### src/rtl/mem_port_arbiter.sv
// rtl/mem_port_arbiter.sv - shared single-port memory arbiter for fetch and load/store ports
module mem_port_arbiter #(
  parameter int ADDR_W     = 32,
  parameter int DATA_W     = 32,
  parameter int MAX_STARVE = 4,
  parameter int TIMEOUT    = 16
) (
  input  logic              clk,
  input  logic              rst,
  input  logic              if_req,
  input  logic [ADDR_W-1:0] if_addr,
  output logic              if_gnt,
  output logic              if_valid,
  output logic [DATA_W-1:0] if_rdata,
  input  logic              d_req,
  input  logic              d_we,
  input  logic [ADDR_W-1:0] d_addr,
  input  logic [DATA_W-1:0] d_wdata,
  output logic              d_gnt,
  output logic              d_valid,
  output logic [DATA_W-1:0] d_rdata,
  output logic              mem_req,
  output logic              mem_we,
  output logic [ADDR_W-1:0] mem_addr,
  output logic [DATA_W-1:0] mem_wdata,
  input  logic [DATA_W-1:0] mem_rdata,
  input  logic              mem_ack,
  input  logic              hlt,
  output logic              halted,
  output logic              busy,
  output logic              err,
  output logic              err_src
);

  typedef enum logic [1:0] {
    IDLE  = 2'd0,
    FETCH = 2'd1,
    DATA  = 2'd2,
    HALT  = 2'd3
  } state_t;

  localparam int SW = $clog2(MAX_STARVE + 1);
  localparam int WW = $clog2(TIMEOUT + 2);
  localparam logic [SW-1:0] STARVE_MAX = SW'(MAX_STARVE);
  localparam logic [WW-1:0] WAIT_LAST  = WW'(TIMEOUT - 1);
  localparam logic [WW-1:0] WAIT_SAT   = {WW{1'b1}};
  localparam bit            TMO_EN     = (TIMEOUT != 0);

  state_t        state;
  state_t        state_nxt;
  logic [SW-1:0] starve_cnt;
  logic [WW-1:0] wait_cnt;
  logic          in_svc;
  logic          tmo;
  logic          arb;
  logic          sel_f;
  logic          sel_d;

  // An access is in flight while in FETCH or DATA.
  assign in_svc = (state == FETCH) || (state == DATA);
  // Abort on the last allowed unacknowledged service cycle; an ack in that cycle wins.
  assign tmo    = TMO_EN && in_svc && !mem_ack && (wait_cnt == WAIT_LAST);
  // Arbitration happens when idle, on completion, or on abort; never while reset is held.
  assign arb    = rst && ((state == IDLE) || (in_svc && mem_ack) || tmo);
  // Data has priority unless fetch has waited out MAX_STARVE data wins; halt blocks fetch.
  assign sel_f  = if_req && !hlt && (!d_req || (starve_cnt == STARVE_MAX));
  assign sel_d  = d_req && !sel_f;

  // State register.
  always_ff @(posedge clk or negedge rst) begin
    if (!rst) state <= IDLE;
    else      state <= state_nxt;
  end

  // Next-state selection at each arbitration edge; HALT is only left by reset.
  always_comb begin
    state_nxt = state;
    if (arb) begin
      if (sel_f)             state_nxt = FETCH;
      else if (sel_d)        state_nxt = DATA;
      else if (hlt && !d_req) state_nxt = HALT;
      else                   state_nxt = IDLE;
    end
  end

  // Handshake and status outputs decoded from state and the arbitration edge.
  always_comb begin
    if_gnt  = arb && sel_f;
    d_gnt   = arb && sel_d;
    mem_req = in_svc;
    busy    = in_svc;
    halted  = (state == HALT);
  end

  // Capture the granted request so the memory sees a stable payload for the whole access.
  always_ff @(posedge clk or negedge rst) begin
    if (!rst) begin
      mem_addr  <= '0;
      mem_we    <= 1'b0;
      mem_wdata <= '0;
    end else if (if_gnt) begin
      mem_addr <= if_addr;
      mem_we   <= 1'b0;
    end else if (d_gnt) begin
      mem_addr  <= d_addr;
      mem_we    <= d_we;
      mem_wdata <= d_wdata;
    end
  end

  // Return read data with a one-cycle valid pulse, or flag an aborted access.
  always_ff @(posedge clk or negedge rst) begin
    if (!rst) begin
      if_valid <= 1'b0;
      if_rdata <= '0;
      d_valid  <= 1'b0;
      d_rdata  <= '0;
      err      <= 1'b0;
      err_src  <= 1'b0;
    end else begin
      if_valid <= (state == FETCH) && mem_ack;
      d_valid  <= (state == DATA) && mem_ack;
      err      <= tmo;
      if ((state == FETCH) && mem_ack) if_rdata <= mem_rdata;
      if ((state == DATA) && mem_ack && !mem_we) d_rdata <= mem_rdata;
      if (tmo) err_src <= (state == DATA);
    end
  end

  // Starvation counter tracks data wins while fetch waits; wait counter tracks unacked service cycles.
  always_ff @(posedge clk or negedge rst) begin
    if (!rst) begin
      starve_cnt <= '0;
      wait_cnt   <= '0;
    end else begin
      if (arb) begin
        if (d_gnt && if_req) begin
          if (starve_cnt != STARVE_MAX) starve_cnt <= starve_cnt + 1'b1;
        end else if (if_gnt || !if_req) begin
          starve_cnt <= '0;
        end
      end
      if (arb)
        wait_cnt <= '0;
      else if (in_svc && !mem_ack && (wait_cnt != WAIT_SAT))
        wait_cnt <= wait_cnt + 1'b1;
    end
  end

endmodule

### config.mk
export PLATFORM = sky130hd
export DESIGN_NAME = mem_port_arbiter
export DESIGN_NICKNAME = d
export VERILOG_FILES = /design/src/rtl/mem_port_arbiter.sv
export SDC_FILE = /design/constraint.sdc
export NUM_CORES = 1
export LEC_CHECK = 0
export ABC_AREA = 1
export BUFFER_PORTS_ARGS = -buffer_cell sky130_fd_sc_hd__buf_2
export CORE_MARGIN = 2
export CORE_UTILIZATION = 47
export DETAILED_ROUTE_END_ITERATION = 10
export PLACE_DENSITY = 0.82
export SYNTH_ARGS = -nofsm -noshare
export SYNTH_HDL_FRONTEND = slang
export SYNTH_SLANG_ARGS = --single-unit
### constraint.sdc
create_clock -name clk -period 2.8 [get_ports clk]
set_clock_uncertainty 0.05 [all_clocks]
set_input_delay 0.7 -clock clk [delete_from_list [all_inputs] [get_ports clk]]
set_output_delay 0.7 -clock clk [all_outputs]
set_load 0.01 [all_outputs]
==> impl_metrics.toml <==
[clock_network]
hold_buffers = 0
h-tree-depth = 4
cts_buffers = 17
clkLatencyLatePin_ps = 410
cts_tree = "built"
cts_max_path_buffers = 2
cts.clk_slew.worst_paths_ps = 50
cts_num_sinks = 143
cts_root_buf = "clkbuf_16"

[detailed_routing]
wl_per_cell_um = 14.47
drt-total-wl_um = 15970
drc = 0
ant_nets = 0
via_per_inst = 4.822
vias = 5323
first_iter_violations = 450
dr.pass1.iters = 5

[worst_setup_path]
cp.required_ps = 2050
rr_startpoint = "state[0]$_DFFE_PN0P_"
crit_start = "state[0]$_DFFE_PN0P_"
r2r_cells = 11
worstSetupPathType = "reg -> out"
rrSetupSlack_ps = 450
crit_arrival_ps = 1910
worst-path-max-fanout = 8
end_kind = "output pin"
r2r_end = "starve_cnt[2]$_DFFE_PN0P_"
crit_path_start_kind = "register"

[sta]
fin_setup_tns_ps = 0
setup_viol = 0
max_freq_mhz = 376.0
final-hold-violation-count = 0
finalWorstSetupSlack_ps = 140.4
final.min_clock_period_ps = 2660
tightest_slew_ps = 1039
fin_crit_sh_pct = 94.99
max-slew-margin-rel_pct = 30.74
drv_slew = 0
rsz0062_at_grt = "false"

[yosys]
yosys_warnings = 0
synth-seq-cells = 143
synth_area_mm2 = 0.005881
syn_avg_cell_area_um2 = 8.992
ys_types = 27
synth_area_leaders = "dfrtp_1 (61%), nand2_1 (16%), o21ai_0 (6.2%), nand3_1 (5.5%), inv_1 (3.3%)"
yosysMostFrequentCell = "nand2_1"
synth_top_area_share_pct = 60.85
ys_seq_area_share_pct = 60.85
syn-num-nets = 798
async_flop_share_pct = 100.0
synth_common_cells = "nand2_1 (249), dfrtp_1 (143), o21ai_0 (73), nand3_1 (65), inv_1 (52)"
synth_edf_count = 0
synthFlopType = "dfrtp_1"
yosysTopAreaCell = "dfrtp_1"
post_synth_inst_count = 654

[global_route]
grt_usage_pct = 24.10
grt_start_max_net_pins = 86
antenna_found_initial = 0
grt_first_pass_wirelength_um = 24630
overflow = 0
grt_pass1_vias = 5055

[finish]
finish.net_count = 1067
fill_cells = 991
drive_gt1_share_pct = 35.04
syn2layout_area_growth_pct = 37.19
multi_input_area_mm2 = 0.001938
diodes = 0
seq_area_mm2 = 0.003578

[floorplan]
io_pins = 273
die-width_um = 115.9
rows = 40
initial_core_util_pct = 48.55
dieArea_mm2 = 0.01342
coreArea_mm2 = 0.01211
die-height_um = 115.9

[place]
hpwl_um = 11630
port_buffers = 272
gp_congestion = 0.7941
place_ws_ps = 391.2

[outcome]
outcome = "finished, final reports clean"

[job]
drv_cap = 0

[power_and_ir_drop]
power.switching_uw = 911.7
p_int_uw = 3840
power_frac_comb_pct = 3.4
p_seq_share_pct = 43.5
clkPwrFrac_pct = 53.1
power.density_mw_per_mm2 = 588.9
peakVddDrop_uv = 361.3
sw_frac_of_total_pct = 19.19
power_leakage_uw = 0.004848

[worst_hold_path]
hold_class = "in -> async"
-- power groups by stage --
stage	sequential, uW	combinational, uW	clock (uW)
6_report	2070	159	2520
3_5_place_dp	2100	161	0
5_1_grt	2070	182	2670
4_1_cts	2070	162	2570
2_1_floorplan	2100	17.1	0
3_3_place_gp	2100	161	0
-- cell families (layout without fill, tap and decap cells) --
family / after synthesis / in the layout / share of synthesized area (%)
adder cells (fa/ha/maj): 9 / 9 / 1.915
buffers and inverters: 87 / 369 / 6.532
XOR/XNOR: 1 / 1 / 0.1490
AND/OR/NAND/NOR: 330 / 330 / 22.96
AO/OA/AOI/OAI: 84 / 84 / 7.596
flip-flops: 143 / 143 / 60.85
-- cells in the final DEF, fill, tap and decap left out, types with 2 or more instances in the layout --
cell type and n:
a31oi_1 2, o21ai_0 73, clkbuf_8 5, nor2_1 7, inv_2 2, clkinvlp_4 3
bufinv_16 5, dfrtp_1 143, inv_1 52, buf_4 10, buf_2 271, clkbuf_16 17
nand4_1 2, ha_1 8, nand2_2 3, nand2_4 2, nand2_1 247, a21oi_1 4
nand3_1 65
-- how the worst max path moves through the flow --
stage / slack [ps] / depth (start not counted) / to
4_1_cts: 50 / 9 / d_gnt
3_3_place_gp: 440 / 7 / if_gnt
3_5_place_dp: 390 / 11 / starve_cnt[2]$_DFFE_PN0P_
2_1_floorplan: 440 / 7 / if_gnt
6_report: 140 / 7 / d_gnt
5_1_grt: 10 / 9 / d_gnt
-- cell type report --
| cell class | count | area share [%] |
|---|---|---|
| multi-input combinational | 424 | 24.02 |
| inverter | 54 | 2.512 |
| tap | 168 | 2.605 |
| sequential | 143 | 44.35 |
| clock inverter | 9 | 2.202 |
| timing repair buffer | 283 | 18.13 |
| clock buffer | 23 | 6.172 |
-- state kept, by name, indices dropped and copies added (netlist names) --
name        count
d_rdata        32
if_rdata       32
mem_addr       32
mem_wdata      32
wait_cnt        5
starve_cnt      3
state           2
d_valid         1
err             1
err_src         1
if_valid        1
mem_we          1
-- stage by stage --
step | power, uW | instance area [um2] | hold WS, ps | cells | utilization [%]
global route | 4919 | 8068 | 412.9 | 1104 | 66.61
CTS | 4797 | 8058 | 410.0 | 1104 | 66.53
detailed placement | 2265 | 7375 | 402.9 | 1071 | 60.89
finish | 4751 | 8068 | 401.8 | 1104 | 66.61
floorplan | 2122 | 5881 | 354.4 | 654 | -
global placement | 2265 | 7375 | 399.3 | 1071 | 60.89
-- layer usage --
metal / track usage, % / vias up / routed length (um)
li1: - / 2609 / -
met1: 29.17 / 2439 / 6217
met2: 40.00 / 246 / 8015
met3: 7.427 / 29 / 1332
met4: 10.56 / 0 / 405
met5: 0 / - / 0
-- timing repair --
item / 4_1_cts / 5_1_grt
buffers inserted: 1 / 0
resized for setup: 0 / 3
endpoints found under the setup margin: 1 / 2
pin swaps: 1 / 0
-- critical path, stage by stage (launching register included) --
cell	delay, ps
dfrtp_1	400
inv_1	120
ha_2	320
a21oi_2	210
nand2_1	120
nand2_4	130
nor2_4	40
buf_2	170
No activity file was read; power rests on OpenSTA's default activity.
